## config.mk

```make
export PLATFORM = sky130hd
export DESIGN_NAME = encoder
export DESIGN_NICKNAME = d
export VERILOG_FILES = /design/src/rtl/seg7_pkg.sv /design/src/rtl/seg7_lut.sv /design/src/rtl/encoder.sv
export SDC_FILE = /design/constraint.sdc
export NUM_CORES = 1
export LEC_CHECK = 0
export ABC_CLOCK_PERIOD_IN_PS = 900
export CORE_AREA = 2 2 39 41
export DETAILED_ROUTE_END_ITERATION = 7
export DIE_AREA = 0 0 41 43
export GPL_TIMING_DRIVEN = 0
export HOLD_SLACK_MARGIN = 0.1
export PLACE_DENSITY_LB_ADDON = 0.25
export SLEW_MARGIN = 20
export SYNTH_ARGS = -nofsm -noshare
export SYNTH_HDL_FRONTEND = slang
export SYNTH_HIERARCHICAL = 1
export SYNTH_SLANG_ARGS = --single-unit
```

## constraint.sdc

```tcl
create_clock -name clk -period 0.9 [get_ports clk]
set_clock_uncertainty 0.2 [all_clocks]
set_input_delay 0.18 -clock clk [delete_from_list [all_inputs] [get_ports clk]]
set_output_delay 0.18 -clock clk [all_outputs]
set_load 0.01 [all_outputs]
```

## src/rtl/seg7_pkg.sv

```systemverilog
// Shared seven-segment types and the hex-digit segment table.
// Table entries are active-low and listed in segment order a..g.
package seg7_pkg;

  typedef logic [0:6] seg7_t;

  // All segments dark, active-low form
  localparam seg7_t SEG_OFF = 7'b1111111;

  // X/Z inputs fall through to the default so they stay visible in simulation.
  function automatic seg7_t seg7_lookup(input logic [3:0] value);
    case (value)
      4'h0:    seg7_lookup = 7'b0000001;
      4'h1:    seg7_lookup = 7'b1001111;
      4'h2:    seg7_lookup = 7'b0010010;
      4'h3:    seg7_lookup = 7'b0000110;
      4'h4:    seg7_lookup = 7'b1001100;
      4'h5:    seg7_lookup = 7'b0100100;
      4'h6:    seg7_lookup = 7'b0100000;
      4'h7:    seg7_lookup = 7'b0001111;
      4'h8:    seg7_lookup = 7'b0000000;
      4'h9:    seg7_lookup = 7'b0000100;
      4'hA:    seg7_lookup = 7'b0001000;
      4'hB:    seg7_lookup = 7'b1100000;
      4'hC:    seg7_lookup = 7'b0110001;
      4'hD:    seg7_lookup = 7'b1000010;
      4'hE:    seg7_lookup = 7'b0110000;
      4'hF:    seg7_lookup = 7'b0111000;
      default: seg7_lookup = 'x;
    endcase
  endfunction

endpackage

```

## src/rtl/seg7_lut.sv

```systemverilog
// Combinational hex-to-segment lookup.
// The output is in active-low form.
module seg7_lut
  import seg7_pkg::*;
(
  input  logic [3:0] value,
  output logic [0:6] seg
);

  assign seg = seg7_lookup(value);

endmodule

```

## src/rtl/encoder.sv

```systemverilog
// Registered hex-digit encoder for one seven-segment digit.
// Applies the panel polarity and holds the segments dark while reset is asserted.
module encoder
  import seg7_pkg::*;
#(
  parameter bit ACTIVE_LOW = 1'b1
) (
  input  logic       clk,
  input  logic       rst,
  input  logic [3:0] binNumber,
  output logic [0:6] cathodeNumber
);

  localparam seg7_t RST_VAL = ACTIVE_LOW ? SEG_OFF : ~SEG_OFF;

  seg7_t lut_seg;
  seg7_t cathode_d;
  seg7_t cathode_q;

  seg7_lut u_lut (
    .value (binNumber),
    .seg   (lut_seg)
  );

  always_comb begin
    cathode_d = ACTIVE_LOW ? lut_seg : ~lut_seg;
  end

  // The output register keeps glitches from the lookup off the pins
  always_ff @(posedge clk or posedge rst) begin
    if (rst) cathode_q <= RST_VAL;
    else     cathode_q <= cathode_d;
  end

  assign cathodeNumber = cathode_q;

endmodule

```

==> results.ini, run 1 <==
[outcome]
outcome=complete, but fails checks
violations=setup timing

[worst_setup_path]
path_max_fanout=1
crit_required_ns=0.52
cp-end-kind=primary output
cp-start-kind=register
crit_family=flip-flops
path_buf_inv=1
cp_slowest_stage_delay_ns=0.52
cp.arrival_ns=0.86
crit_slowest_cell=dfstp_2
timing.critical_path.cells=buf_6
path_depth=1
setup.worst_path.class=register to primary output

[grt]
grt_pass1_wl_mm=1.20
overflow=0
grt_pass1_vias=306
antenna_found_initial=0
grt_max_degree=8
grt_usage_pct=10.3

[synthesis]
syn_area_um2=457
syn_inst=41
syn_area_per_cell_um2=11.1
syn_nets=54
ys_seq_area_share_pct=40.3
ys_seq_elements=7
ys.warnings.count=6
ys_types=14

[detailed_routing]
firstDrtPassIters=3
ant_nets=0
via_count=340
drt-initial-drc-count=2
vias_per_cell=4.53
routedWlPerCell_um=9.63
wirelength_um=722
drc=0

[final_layout]
stdcell_count=75
largest_reg_flops=7
areaGrowthSynthToFinish_pct=56.7
layout-drive-gt1-share_pct=52.5
nNetsFinal=73
final_common_cell=buf_6
fin_area_um2=716
n_antenna_cell=0
final_cell_mix=8 x buf_6, 7 x dfstp_2, 6 x mux2i_1

[timing]
report.final.slew_viol_count=0
setup_viol=8
whs_ns=0.0115
finalHoldViolCount=0
fin_crit_sh_pct=137
tightest_slew_ns=0.228
slew-limit-headroom_pct=84.8
rsz0062_at_grt=true
tns_ns=-2.51
period_needed_ns=1.24
max_freq_ghz=0.810
finalWorstSetupSlack_ns=-0.335

[floorplan]
die_y_um=43
core_um2=1380
die-area_um2=1760
die_w_um=41
initial_core_util_pct=33.0
num_rows=14
io_pins=13

[placed_design]
io_buffers=12
dp_hpwl_um=554
gp_congestion=0.699
dpl.cell_count=69
dpl-instance-area_um2=646

[min_path]
min_path_type=input pin to register
hold_depth=4

[pwr]
peakVddDrop_v=0.000371
powerDensity_nw_per_um2=1260
pwr-share-clk_pct=30.0
p_int_w=0.000679
power_frac_seq_pct=41.8
p_leak_nw=0.331
pwr-share-comb_pct=28.2
power.switching_w=0.000222
netSwitchingFraction_pct=24.6
p_total_w=0.000901

[clocking]
htree_num_levels=1
cts_buffers=3
cts_tree=built
clkTransAtPathRegs_ns=0.05
root_buffer=clkbuf_4
clk_path_buf_depth=2
cts.sinks=7

[flow_run]
drv_cap=0

==> path summary, 6_finish.rpt <==
path / startpoint / end / slack [ns]
setup / recovery: cathodeNumber[6] / cathodeNumber[6] / -0.34
hold / removal: binNumber[1] / cathodeNumber[6] / 0.01
max in group asynchronous: rst / cathodeNumber[2] / 0.30
min in group asynchronous: rst / cathodeNumber[6] / 0.18
==> per-stage QoR <==
stage	worst slack [ns]	utilization [%]
2_1_floorplan	-0.288	-
3_3_place_gp	-1.14	46.7
3_5_place_dp	-1.14	46.7
4_1_cts	-0.352	52.1
5_1_grt	-0.367	51.7
6_report	-0.335	51.7
==> logic make-up (layout without fill, tap and decap cells) <==
family,count (synthesis),after routing,share of synthesized area [%]
compound gates,6,6,8.22
simple gates,8,8,7.67
mux,7,7,18.1
buf+inv,6,24,6.57
fa+ha+maj,7,7,19.2
flops,7,7,40.3
==> metal layers <==
layer | vias up | wire (µm) | GRT usage, %
li1 | 175 | - | -
met1 | 154 | 266 | 10.6
met2 | 11 | 400 | 16.3
met3 | 0 | 55 | 1.57
met4 | 0 | 0 | 10.0
met5 | - | 0 | 0
==> final cells by class <==
class                      instances  area [µm²]
tap                               16        20.0
clock buffer                       4        26.3
multi-input combinational         28         265
sequential                         7         184
buffer                             2        25.0
fill                             127         668
timing repair buffer              14         155
inverter                           4        40.0
==> power groups by stage <==
stage                     registers, W  logic (W)  clock network, W
after floorplan               0.000392   0.000107                 0
after global placement        0.000374   0.000236                 0
after detailed placement      0.000375   0.000236                 0
after CTS                     0.000377   0.000258          0.000289
after global routing          0.000379   0.000278          0.000307
final                         0.000377   0.000254          0.000271
==> Yosys cell counts <==
| cell | instances | area share (%) |
|---|---|---|
| o211ai_1 | 1 | 1.6 |
| a21oi_1 | 2 | 2.2 |
| inv_1 | 4 | 3.3 |
| nand2b_1 | 2 | 2.7 |
| mux2i_1 | 6 | 13 |
| ha_1 | 7 | 19 |
| a32o_1 | 1 | 2.2 |
| o21ai_1 | 2 | 2.2 |
| dfstp_2 | 7 | 40 |
| mux4_2 | 1 | 4.9 |
| nand2_1 | 1 | 0.82 |
| buf_6 | 1 | 2.5 |
| clkbuf_1 | 1 | 0.82 |
| nor2_1 | 5 | 4.1 |
==> repair_timing <==
item	CTS	global route
gates resized for setup	60	1
setup buffers	0	0
hold endpoints to repair	3	4
cloned	2	0
setup endpoints to repair	14	14
pin swaps	2	0
Power figures use the tool's default switching activity.
==> inputs of run 2 (changes only) <==
--- a/config.mk
+++ b/config.mk
@@ -5,13 +5,13 @@
 export SDC_FILE = /design/constraint.sdc
 export NUM_CORES = 1
 export LEC_CHECK = 0
-export ABC_CLOCK_PERIOD_IN_PS = 900
 export CORE_AREA = 2 2 39 41
 export DETAILED_ROUTE_END_ITERATION = 7
 export DIE_AREA = 0 0 41 43
 export GPL_TIMING_DRIVEN = 0
 export HOLD_SLACK_MARGIN = 0.1
 export PLACE_DENSITY_LB_ADDON = 0.25
+export REMOVE_ABC_BUFFERS = 1
 export SLEW_MARGIN = 20
 export SYNTH_ARGS = -nofsm -noshare
 export SYNTH_HDL_FRONTEND = slang
==> run 2 against run 1 <==
  * The flow still finishes with violations (setup timing)
  * Via count grew 10%
  * Critical path depth is the same
  * Setup slack lost 0.0029 ns
  * Clock power is essentially flat
  * Highest routed layer is now met4
==> results.ini, run 2 (synthesis results as in run 1) <==
[outcome]
outcome=complete, but fails checks
violations=setup timing

[detailed_routing]
routedWlPerCell_um=11.4
firstDrtPassIters=4
drc=0
drt-initial-drc-count=3
via_count=375
vias_per_cell=4.75
ant_nets=0
wirelength_um=899

[clocking]
cts.sinks=7
cts_tree=built
cts_buffers=3
htree_num_levels=1
root_buffer=clkbuf_4
clk_path_buf_depth=2
clkTransAtPathRegs_ns=0.05

[worst_setup_path]
cp.arrival_ns=0.86
crit_slowest_cell=dfstp_2
cp-end-kind=primary output
cp_slowest_stage_delay_ns=0.52
crit_required_ns=0.52
crit_family=flip-flops
path_buf_inv=1
setup.worst_path.class=register to primary output
cp-start-kind=register
timing.critical_path.cells=buf_6
path_max_fanout=1

[grt]
overflow=0
globalRouteMet1Util_pct=11.5
grt_pass1_vias=350
grtUsageMet3_pct=2.09
grt_pass1_wl_mm=1.37
top_usage_layer=met2
met2_usage_pct=18.8
grt_max_degree=14
antenna_found_initial=0
grt_usage_pct=12.0

[floorplan]
num_rows=14
die_w_um=41
die_y_um=43
die-area_um2=1760
core_um2=1380
initial_core_util_pct=33.0
io_pins=13

[placed_design]
dpl-instance-area_um2=582
dpl.cell_count=67
io_buffers=12
gp_congestion=0.699
dp_slack_ns=-1.11

[final_layout]
largest_reg_flops=7
areaGrowthSynthToFinish_pct=66.3
final_cell_mix=8 x buf_6, 7 x dfstp_2, 7 x buf_4
n_antenna_cell=0
final_common_cell=buf_6
layout-drive-gt1-share_pct=65.1
fin_area_um2=759
nNetsFinal=77
stdcell_count=79

[pwr]
power.switching_w=0.000230
netSwitchingFraction_pct=24.9
power_frac_seq_pct=40.9
peakVddDrop_v=0.000365
p_int_w=0.000691
pwr-share-comb_pct=29.9
p_total_w=0.000921
powerDensity_nw_per_um2=1210
pwr-share-clk_pct=29.2
p_leak_nw=0.349

[timing]
finalHoldViolCount=0
fin_crit_sh_pct=138
period_needed_ns=1.24
max_freq_ghz=0.808
rsz0062_at_grt=true
slew-limit-headroom_pct=78.8
finalWorstSetupSlack_ns=-0.338
setup_viol=11
report.final.slew_viol_count=0
tightest_slew_ns=0.318

[flow_run]
drv_cap=0

[min_path]
min_path_type=input pin to register

==> run 2: cell types whose count changed in the layout (fill, tap and decap cells not counted), sizes merged <==
cell and delta:
dlygate4sd2 -1, clkbuf -1, buf +6
==> run 2: final cells by class <==
cell class | count | area (µm²)
multi-input cells | 28 | 297
fillers | 124 | 624
clock buffers | 4 | 26.3
well taps | 16 | 20.0
flip-flops and latches | 7 | 184
repair buffers | 20 | 203
inverters | 4 | 30.0
==> run 2: final timing paths <==
kind	start	endpoint	slack, ns	cells past startpoint
max	cathodeNumber[2]	cathodeNumber[2]	-0.34	1
min	binNumber[2]	cathodeNumber[6]	0.05	2
max in group asynchronous	rst	cathodeNumber[0]	0.28	2
min in group asynchronous	rst	cathodeNumber[6]	0.19	2
==> run 2: stage by stage <==
| stage | TNS, ns | hold WS (ns) | utilization (%) |
|---|---|---|---|
| after detailed placement | -9.64 | 0.458 | 42.0 |
| final | -2.61 | 0.0547 | 54.9 |
| after global placement | -9.56 | 0.452 | 42.0 |
| after global routing | -2.94 | 0.0809 | 54.9 |
| after floorplan | -0.754 | 0.000934 | - |
| after CTS | -2.60 | 0.0201 | 51.8 |
==> run 2: layer usage <==
layer / vias up / share of wire [%]
li1: 181 / -
met1: 175 / 34
met2: 15 / 58
met3: 4 / 5.8
met4: 0 / 2.4
met5: - / 0
==> run 2: what timing repair did <==
item / in CTS / in global routing
gates resized for setup: 70 / 9
endpoints found under the hold margin: 3 / 4
setup buffers: 6 / 3
setup endpoints to repair: 14 / 14
pin swaps: 3 / 6
==> run 2: power by group through the flow <==
stage | Clock, W | Combinational [W] | Sequential [W]
6_report | 0.000269 | 0.000275 | 0.000377
5_1_grt | 0.000304 | 0.000303 | 0.000379
4_1_cts | 0.000286 | 0.000252 | 0.000378
3_5_place_dp | 0 | 0.000203 | 0.000375
3_3_place_gp | 0 | 0.000203 | 0.000374
2_1_floorplan | 0 | 0.0000749 | 0.000392
